**src/rtl/truth_table_pkg.sv**
```systemverilog
// Shared types and constants for the truth-table sweeper.
package truth_table_pkg;

  localparam int DEF_NUM_INPUTS    = 32'sd3;
  localparam int DEF_SETTLE_CYCLES = 32'sd2;

  typedef enum logic [1:0] {
    IDLE   = 2'd0,
    SETTLE = 2'd1,
    SAMPLE = 2'd2,
    DONE   = 2'd3
  } state_e;

  function automatic int tt_width(input int n);
    return 32'sd1 << n;
  endfunction

  // Settle counter must hold SETTLE_CYCLES and is never narrower than one bit.
  function automatic int settle_w(input int s);
    int w;
    w = $clog2(s + 32'sd1);
    return (w < 32'sd1) ? 32'sd1 : w;
  endfunction

endpackage

```
**src/rtl/truth_table_sweeper_settle_timer.sv**
```systemverilog
// Loadable saturating down-counter that paces how long each pattern is held.
module settle_timer #(
  parameter int WIDTH = 2
) (
  input  logic             clk,
  input  logic             rst_n,
  input  logic             load_i,
  input  logic             dec_i,
  input  logic [WIDTH-1:0] load_val_i,
  output logic [WIDTH-1:0] value_o,
  output logic             expired_o
);

  logic [WIDTH-1:0] value_q;
  logic [WIDTH-1:0] value_d;

  // Next count: load wins, otherwise decrement and stop at zero.
  always_comb begin
    value_d = value_q;
    if (load_i) begin
      value_d = load_val_i;
    end else if (dec_i && (value_q != '0)) begin
      value_d = value_q - WIDTH'(1);
    end else begin
      value_d = value_q;
    end
  end

  // Count register.
  always_ff @(posedge clk or negedge rst_n) begin
    if (!rst_n) begin
      value_q <= '0;
    end else begin
      value_q <= value_d;
    end
  end

  assign value_o   = value_q;
  assign expired_o = (value_q == '0);

endmodule

```
**src/rtl/truth_table_sweeper.sv**
```systemverilog
// Walks every input pattern onto a combinational DUT and captures its truth table.
// Define TRUTH_TABLE_COMPARE_EN to add expected_tt/match comparison against a golden table.
module truth_table_sweeper
  import truth_table_pkg::*;
#(
  parameter int NUM_INPUTS    = DEF_NUM_INPUTS,
  parameter int SETTLE_CYCLES = DEF_SETTLE_CYCLES
) (
  input  logic                            clk,
  input  logic                            rst_n,
  input  logic                            start,
  input  logic                            resp_in,
  output logic [NUM_INPUTS-1:0]           stim,
  output logic                            busy,
  output logic                            done,
  output logic                            tt_valid,
  output logic [tt_width(NUM_INPUTS)-1:0] truth_table
`ifdef TRUTH_TABLE_COMPARE_EN
  ,
  input  logic [tt_width(NUM_INPUTS)-1:0] expected_tt,
  output logic                            match
`endif
);

  localparam int                    TT_W = tt_width(NUM_INPUTS);
  localparam int                    CW   = settle_w(SETTLE_CYCLES);
  localparam logic [NUM_INPUTS-1:0] LAST = NUM_INPUTS'(TT_W - 32'sd1);
  localparam logic [CW-1:0]         LOAD = CW'(SETTLE_CYCLES);
  localparam state_e                HOLD = (SETTLE_CYCLES == 32'sd0) ? SAMPLE : SETTLE;

  state_e                state_q, state_d;
  logic [NUM_INPUTS-1:0] stim_q, stim_d;
  logic                  busy_q, busy_d;
  logic                  done_q, done_d;
  logic                  tv_q, tv_d;
  logic [TT_W-1:0]       tt_q, tt_d;
  logic                  tmr_load_s;
  logic                  tmr_dec_s;
  logic [CW-1:0]         tmr_value_s;
  logic                  tmr_expired_s;
`ifdef TRUTH_TABLE_COMPARE_EN
  logic                  match_q, match_d;
`endif

  settle_timer #(.WIDTH(CW)) u_settle_timer (
    .clk        (clk),
    .rst_n      (rst_n),
    .load_i     (tmr_load_s),
    .dec_i      (tmr_dec_s),
    .load_val_i (LOAD),
    .value_o    (tmr_value_s),
    .expired_o  (tmr_expired_s)
  );

  // Sweep sequencing: next state and next values of every registered output.
  always_comb begin
    state_d    = state_q;
    stim_d     = stim_q;
    busy_d     = busy_q;
    done_d     = 1'b0;
    tv_d       = tv_q;
    tt_d       = tt_q;
    tmr_load_s = 1'b0;
    tmr_dec_s  = 1'b0;
`ifdef TRUTH_TABLE_COMPARE_EN
    match_d    = match_q;
`endif
    case (state_q)
      IDLE: begin
        if (start) begin
          stim_d     = '0;
          busy_d     = 1'b1;
          tv_d       = 1'b0;
          tt_d       = '0;
          tmr_load_s = 1'b1;
          state_d    = HOLD;
`ifdef TRUTH_TABLE_COMPARE_EN
          match_d    = 1'b0;
`endif
        end else begin
          state_d = IDLE;
        end
      end
      SETTLE: begin
        // Leave when this edge takes the count to zero (or it already is zero).
        tmr_dec_s = 1'b1;
        if (tmr_expired_s || (tmr_value_s == CW'(1))) begin
          state_d = SAMPLE;
        end else begin
          state_d = SETTLE;
        end
      end
      SAMPLE: begin
        tt_d[stim_q] = resp_in;
        if (stim_q == LAST) begin
          state_d = DONE;
          done_d  = 1'b1;
          tv_d    = 1'b1;
          busy_d  = 1'b0;
          stim_d  = '0;
`ifdef TRUTH_TABLE_COMPARE_EN
          match_d = (tt_d == expected_tt);
`endif
        end else begin
          stim_d     = stim_q + NUM_INPUTS'(1);
          tmr_load_s = 1'b1;
          state_d    = HOLD;
        end
      end
      DONE: begin
        state_d = IDLE;
      end
      default: begin
        state_d = IDLE;
        busy_d  = 1'b0;
        stim_d  = '0;
      end
    endcase
  end

  // State and output registers.
  always_ff @(posedge clk or negedge rst_n) begin
    if (!rst_n) begin
      state_q <= IDLE;
      stim_q  <= '0;
      busy_q  <= 1'b0;
      done_q  <= 1'b0;
      tv_q    <= 1'b0;
      tt_q    <= '0;
`ifdef TRUTH_TABLE_COMPARE_EN
      match_q <= 1'b0;
`endif
    end else begin
      state_q <= state_d;
      stim_q  <= stim_d;
      busy_q  <= busy_d;
      done_q  <= done_d;
      tv_q    <= tv_d;
      tt_q    <= tt_d;
`ifdef TRUTH_TABLE_COMPARE_EN
      match_q <= match_d;
`endif
    end
  end

  assign stim        = stim_q;
  assign busy        = busy_q;
  assign done        = done_q;
  assign tt_valid    = tv_q;
  assign truth_table = tt_q;
`ifdef TRUTH_TABLE_COMPARE_EN
  assign match       = match_q;
`endif

endmodule

```
**config.mk**
```make
export PLATFORM = sky130hd
export DESIGN_NAME = truth_table_sweeper
export DESIGN_NICKNAME = d
export VERILOG_FILES = /design/src/rtl/truth_table_pkg.sv /design/src/rtl/truth_table_sweeper_settle_timer.sv /design/src/rtl/truth_table_sweeper.sv
export SDC_FILE = /design/constraint.sdc
export NUM_CORES = 1
export LEC_CHECK = 0
export CAP_MARGIN = 20
export CORE_ASPECT_RATIO = 1.1
export CORE_MARGIN = 3
export CORE_UTILIZATION = 53
export DETAILED_ROUTE_END_ITERATION = 7
export PLACE_DENSITY = 0.81
export SYNTH_ARGS = -nofsm -noshare
export SYNTH_HDL_FRONTEND = slang
export SYNTH_SLANG_ARGS = --single-unit
```
**constraint.sdc**
```tcl
create_clock -name clk -period 3 [get_ports clk]
set_input_delay 0.9 -clock clk [delete_from_list [all_inputs] [get_ports clk]]
set_output_delay 0.9 -clock clk [all_outputs]
set_load 0.005 [all_outputs]
```
==> results of run 1 <==
## worst max path at each step
stage                                      endpoint  slack (ns)
after detailed placement  u_settle_timer.value_o[1]        0.84
after global routing                        stim[2]        0.56
final                                       stim[2]        0.61
after CTS                                   stim[2]        0.64
after global placement    u_settle_timer.value_o[1]        0.88
after floorplan                      truth_table[6]        1.47
## power breakdown
part	total, mW	internal [mW]	switching (mW)
registers	0.415	0.308	0.107
clock network	0.148	0.0738	0.0740
logic	0.357	0.204	0.153
total	0.920	0.586	0.334
## final cells by class
class	instances	area (µm²)	area share
Clock buffer	4	36.28	0.03197
Multi-Input combinational cell	63	411.6	0.3627
Timing Repair Buffer	18	177.7	0.1566
Tap cell	17	21.27	0.01874
Inverter	10	37.54	0.03308
Sequential cell	18	450.4	0.3969
## cell usage after synthesis
library cell | count | area share
dfrtp_1 | 18 | 0.48
inv_1 | 10 | 0.040
nand2_1 | 10 | 0.040
a21oi_1 | 9 | 0.048
ha_1 | 5 | 0.067
nor2_1 | 5 | 0.020
buf_2 | 4 | 0.021
o22ai_1 | 4 | 0.027
a22o_1 | 3 | 0.028
o21ai_0 | 3 | 0.016
a32oi_1 | 2 | 0.019
clkbuf_1 | 2 | 0.0080
nand3_1 | 2 | 0.011
nand3b_1 | 2 | 0.016
nand4_1 | 2 | 0.013
o211ai_1 | 2 | 0.016
o311ai_0 | 2 | 0.019
or3b_1 | 2 | 0.019
a211o_1 | 1 | 0.0093
and3b_1 | 1 | 0.0093
buf_6 | 1 | 0.012
nand2b_1 | 1 | 0.0067
nor2b_1 | 1 | 0.0067
nor3_1 | 1 | 0.0053
o21bai_1 | 1 | 0.0080
o31a_1 | 1 | 0.0093
o31ai_1 | 1 | 0.0080
or3_1 | 1 | 0.0067
or3b_4 | 1 | 0.012
## flip-flops by register name, summed over array words and instances (netlist names)
name,cells
stim,3
tt_valid,1
done,1
busy,1
state_q,2
truth_table,8
u_settle_timer.value_o,2
## cell usage in the layout, fill, tap and decap left out, types with 2 or more instances in the layout
master           count
dfrtp_1             18
clkdlybuf4s50_1     17
inv_1               10
nand2_1             10
a21oi_1              9
nor2_1               5
ha_1                 5
o22ai_1              4
a22o_1               3
o21ai_0              3
clkbuf_4             3
nand3b_1             2
o311ai_0             2
a32oi_1              2
nand4_1              2
o211ai_1             2
nand3_1              2
or3b_1               2
## cells by family after synthesis
kind of cell             after synthesis
buffers and inverters                 17
AND/OR/NAND/NOR                       29
flip-flops                            18
adder cells (fa/ha/maj)                5
AO/OA/AOI/OAI                         29
## stage by stage
| step | std cells | hold WS [ns] | instance area (µm²) |
|---|---|---|---|
| after detailed placement | 126 | 0.4848 | 1099 |
| after global placement | 126 | 0.4706 | 1099 |
| after floorplan | 98 | 0.4588 | 938.4 |
| after CTS | 130 | 0.5077 | 1135 |
| after global routing | 130 | 0.5342 | 1135 |
| final | 130 | 0.5055 | 1135 |
## per-layer routing
metal / GRT usage / routed length [µm] / share of wire / vias to the layer above
li1: - / - / - / 377
met1: 0.2174 / 878 / 0.46 / 385
met2: 0.3142 / 944 / 0.50 / 10
met3: 0.03226 / 60 / 0.032 / 2
met4: 0.06635 / 13 / 0.0069 / 0
met5: 0 / 0 / 0 / -
==> impl_metrics.yaml, run 1 <==
sta:
  post-route-period-util: 0.7977
  fmax_ghz: 0.4179
  worst_pin_slew_ns: 0.7984
  fin_tns_setup_ns: 0
  rsz0062_at_grt: "no"
  fin_crit_ns: 2.393
  worst_slack_ns: 0.6068
  worst_clock_skew_ns: 0.004658
  relSlewSlack: 0.4661
  hold_violations: 0
  finalMaxSlewViolations: 0
  setup_violations: 0
critical_path:
  critPathMaxStageDelay_ns: 0.62
  crit_cells: 1
  path_cells: "clkdlybuf4s50_1"
  startpoint: "stim[2]"
  critPathCaptureType: "output port"
  reg2reg_depth: 5
  start_kind: "flop"
  reg2reg_from: "stim[0]"
  arrival_ns: 1.49
  worst-path-max-fanout: 13
  critical_path_required_ns: 2.10
  critPathBufInv: 1
  r2r_slack_ns: 1.38
  worst_path_max_delay_cell: "dfrtp_1"
  crit_type: "reg -> out"
  critPathTopFamily: "flip-flops"
  rr_endpoint: "u_settle_timer.value_o[0]"
outcome:
  status: "complete, no violations"
synthesis:
  synthAdderAreaFrac: 0.06667
  ys_ff_latch: 18
  avgSynthCellArea_um2: 9.576
  synth_xor_area_frac: 0
  synth.distinct_cells: 29
  muxShareOfSynthArea: 0
  synth-simple-area-share: 0.1653
  syn_nets: 107
  ys_seq_area_frac: 0.4800
  synth-warning-count: 0
  synthesis.area_um2: 938.4
  synth_top_family_by_area: "compound AO/OA/AOI/OAI gates"
  syn_inst: 98
  synth_compound_area_frac: 0.2067
layout:
  final_core_util: 0.7031
  drive_gt1_frac: 0.05310
  nFillCells: 118
  syn2layout_area_growth_pct: 20.93
  nNetsFinal: 123
  antenna_cells: 0
floorplan:
  die_y_um: 50.13
  die-width_um: 46.12
  dieArea_mm2: 0.002312
  fp-row-count: 15
  core_area_mm2: 0.001614
  io_pins: 18
  start_util: 0.5814
detailed_routing:
  post_drt_wl_per_cell_um: 14.59
  drc: 0
  vias: 774
  wl_um: 1897
  vias_per_cell: 5.954
  ant_nets: 0
  drt-pass1-iter-count: 4
  drt_iter0_drc: 12
pwr:
  vdd_drop_max_uv: 460.1
  power_density_mw_per_mm2: 810.5
  p_total_uw: 919.8
  power.leakage_nw: 0.5223
global_route:
  grt-ovfl-total: 0
  grt_pass1_vias: 752
  antenna_found_initial: 0
  grt_pass1_wl_um: 3146
  grt.total_usage: 0.1824
  grt_start_max_net_pins: 20
placement:
  hpwl_um: 1326
  gp_congestion: 0.7154
  pre_cts_ws_ns: 0.8438
  place.port_buffers: 17
clock_tree:
  cts_resized: 0
  cts_tree: "yes"
  cts_buffers: 3
  max-clock-path-buffers: 2
  clock_sink_count: 18
  h-tree-depth: 1
  cts_setup_buffers: 0
  cts-root-buf: "clkbuf_4"
  clk_latency_ns: 0.29
  clkTransAtPathRegs_ns: 0.10
  hold_buffers: 0
hold_path:
  holdCritStartpoint: "u_settle_timer.value_o[1]"
  hold_path_depth: 1
  hold_class: "reg -> reg"
  holdPathEnd: "u_settle_timer.value_o[1]"
job:
  max_cap_violations: 0
Power figures use the tool's default switching activity.
==> inputs of run 2 (changes only) <==
Settings changed: CORE_UTILIZATION 53 to 45, PLACE_DENSITY 0.81 to 0.74.
Clock period 3 ns to 2.15 ns, I/O delays scaled along.
==> run 2 against run 1 <==
Compared with the run above:
- sequential share of layout area is 1.4 points lower
- register-to-register slack worse by 0.79 ns
- combinational power is 60% higher
- non-clock buffer count is 4 higher
- critical path type unchanged
==> impl_metrics.yaml, run 2 (synthesized netlist as in run 1, its figures left out) <==
critical_path:
  worst_path_max_delay_cell: "clkdlybuf4s50_1"
  path_cells: "clkdlybuf4s50_1"
  critPathBufInv: 1
  critPathMaxStageDelay_ns: 0.51
  critical_path_required_ns: 1.50
  reg2reg_depth: 6
  crit_type: "reg -> out"
  start_kind: "flop"
  critPathTopFamily: "buffers and inverters"
  arrival_ns: 1.19
  worst-path-max-fanout: 3
  reg2reg_from: "stim[0]"
  critPathCaptureType: "output port"
  startpoint: "busy"
  crit_cells: 1
layout:
  syn2layout_area_growth_pct: 25.47
  antenna_cells: 0
  regArea_um2: 450.4
  nNetsFinal: 127
  layout_common_cells: "18 x dfrtp_1, 17 x clkdlybuf4s50_1, 10 x inv_1, 10 x nand2_1, 9 x a21oi_1"
  nFillCells: 169
  largest_reg_flops: 8
  fin_cells: 144
  drive_gt1_frac: 0.08547
  multi_input_area_um2: 411.6
  design_area_mm2: 0.001177
  final_core_util: 0.6257
  final_common_cell: "dfrtp_1"
clock_tree:
  clock_sink_count: 18
  h-tree-depth: 1
  max-clock-path-buffers: 2
  clk_latency_ns: 0.30
  cts_buffers: 3
  clkTransAtPathRegs_ns: 0.11
  cts_tree: "yes"
  cts-root-buf: "clkbuf_4"
  cts_resized: 0
  cts_setup_buffers: 0
  hold_buffers: 0
placement:
  pre_cts_ws_ns: 0.3066
  place.port_buffers: 17
  hpwl_um: 1287
  place_area_mm2: 0.001141
  gp_congestion: 0.7659
  dp.cells: 140
global_route:
  grt_pass1_wl_um: 3353
  use_met1: 0.2154
  grt_busiest_layer: "met2"
  antenna_found_initial: 0
  grt.total_usage: 0.1666
  grt-ovfl-total: 0
  use_met2: 0.2709
  grt_start_max_net_pins: 20
  grt_pass1_vias: 743
  grt_use_met3: 0.03047
sta:
  worst_slack_ns: 0.3117
  rsz0062_at_grt: "no"
  fin_tns_setup_ns: 0
  setup_violations: 0
  post-route-period-util: 0.8550
  hold_ws_ns: 0.5011
  worst_pin_slew_ns: 0.5518
  finalMaxSlewViolations: 0
  fin_crit_ns: 1.838
  worst_clock_skew_ns: 0.002116
  hold_violations: 0
  relSlewSlack: 0.6322
  fmax_ghz: 0.5440
detailed_routing:
  drc: 0
  wl_um: 1827
  ant_nets: 0
  post_drt_wl_per_cell_um: 12.69
  vias_per_cell: 5.194
  drt-pass1-iter-count: 4
  drt_iter0_drc: 8
  vias: 748
floorplan:
  dieArea_mm2: 0.002670
  die-width_um: 49.54
  io_pins: 18
  core_area_mm2: 0.001882
  fp-row-count: 16
  start_util: 0.4987
  die_y_um: 53.90
hold_path:
  hold_class: "reg -> reg"
  holdCritStartpoint: "u_settle_timer.value_o[1]"
  hold_path_depth: 1
pwr:
  p_total_mw: 1.311
  power_density_mw_per_mm2: 1113
  vdd_drop_max_uv: 638.3
  power.leakage_nw: 0.5431
job:
  max_cap_violations: 0
outcome:
  status: "complete, no violations"
==> run 2: cell count changes in the layout (fill, tap and decap cells not counted), sizes merged <==
| cell | before | now |
|---|---|---|
| buf | 1 | 5 |
==> run 2: path summary, 6_finish.rpt <==
kind                                             endpoint  slack (ns)
max in group asynchronous                         stim[2]        1.30
worst min-delay path            u_settle_timer.value_o[1]        0.50
worst min register to register  u_settle_timer.value_o[1]        0.50
worst max-delay path                                 busy        0.31
min in group asynchronous                            done        0.66
worst max register to register  u_settle_timer.value_o[0]        0.59
==> run 2: report_power, final <==
| group | internal [mW] | total, mW | switching [mW] |
|---|---|---|---|
| logic | 0.306 | 0.571 | 0.265 |
| clock network | 0.103 | 0.213 | 0.110 |
| registers | 0.431 | 0.527 | 0.0962 |
==> run 2: per-layer routing <==
metal | vias up | wire length (µm)
li1 | 385 | -
met1 | 344 | 909
met2 | 14 | 827
met3 | 5 | 55
met4 | 0 | 34
met5 | - | 0
==> run 2: layout make-up <==
cell class,instances,area share
clock buffer,4,0.03082
inverter,10,0.03188
multi-input combinational,63,0.3496
sequential,18,0.3826
tap,27,0.02869
timing repair buffer,22,0.1764
==> run 2: worst register-to-register path, stage by stage, from the launching register on <==
cell     delay [ns]
dfrtp_1        0.40
buf_4          0.18
ha_1           0.23
ha_1           0.21
o21ai_0        0.14
nand2_1        0.07
o31a_1         0.24
==> inputs of run 3 (changes only) <==
Settings changed: CAP_MARGIN 20 to not set.
==> results of run 3 <==
No change in the layout: final DEF, timing and power equal those of run 2.
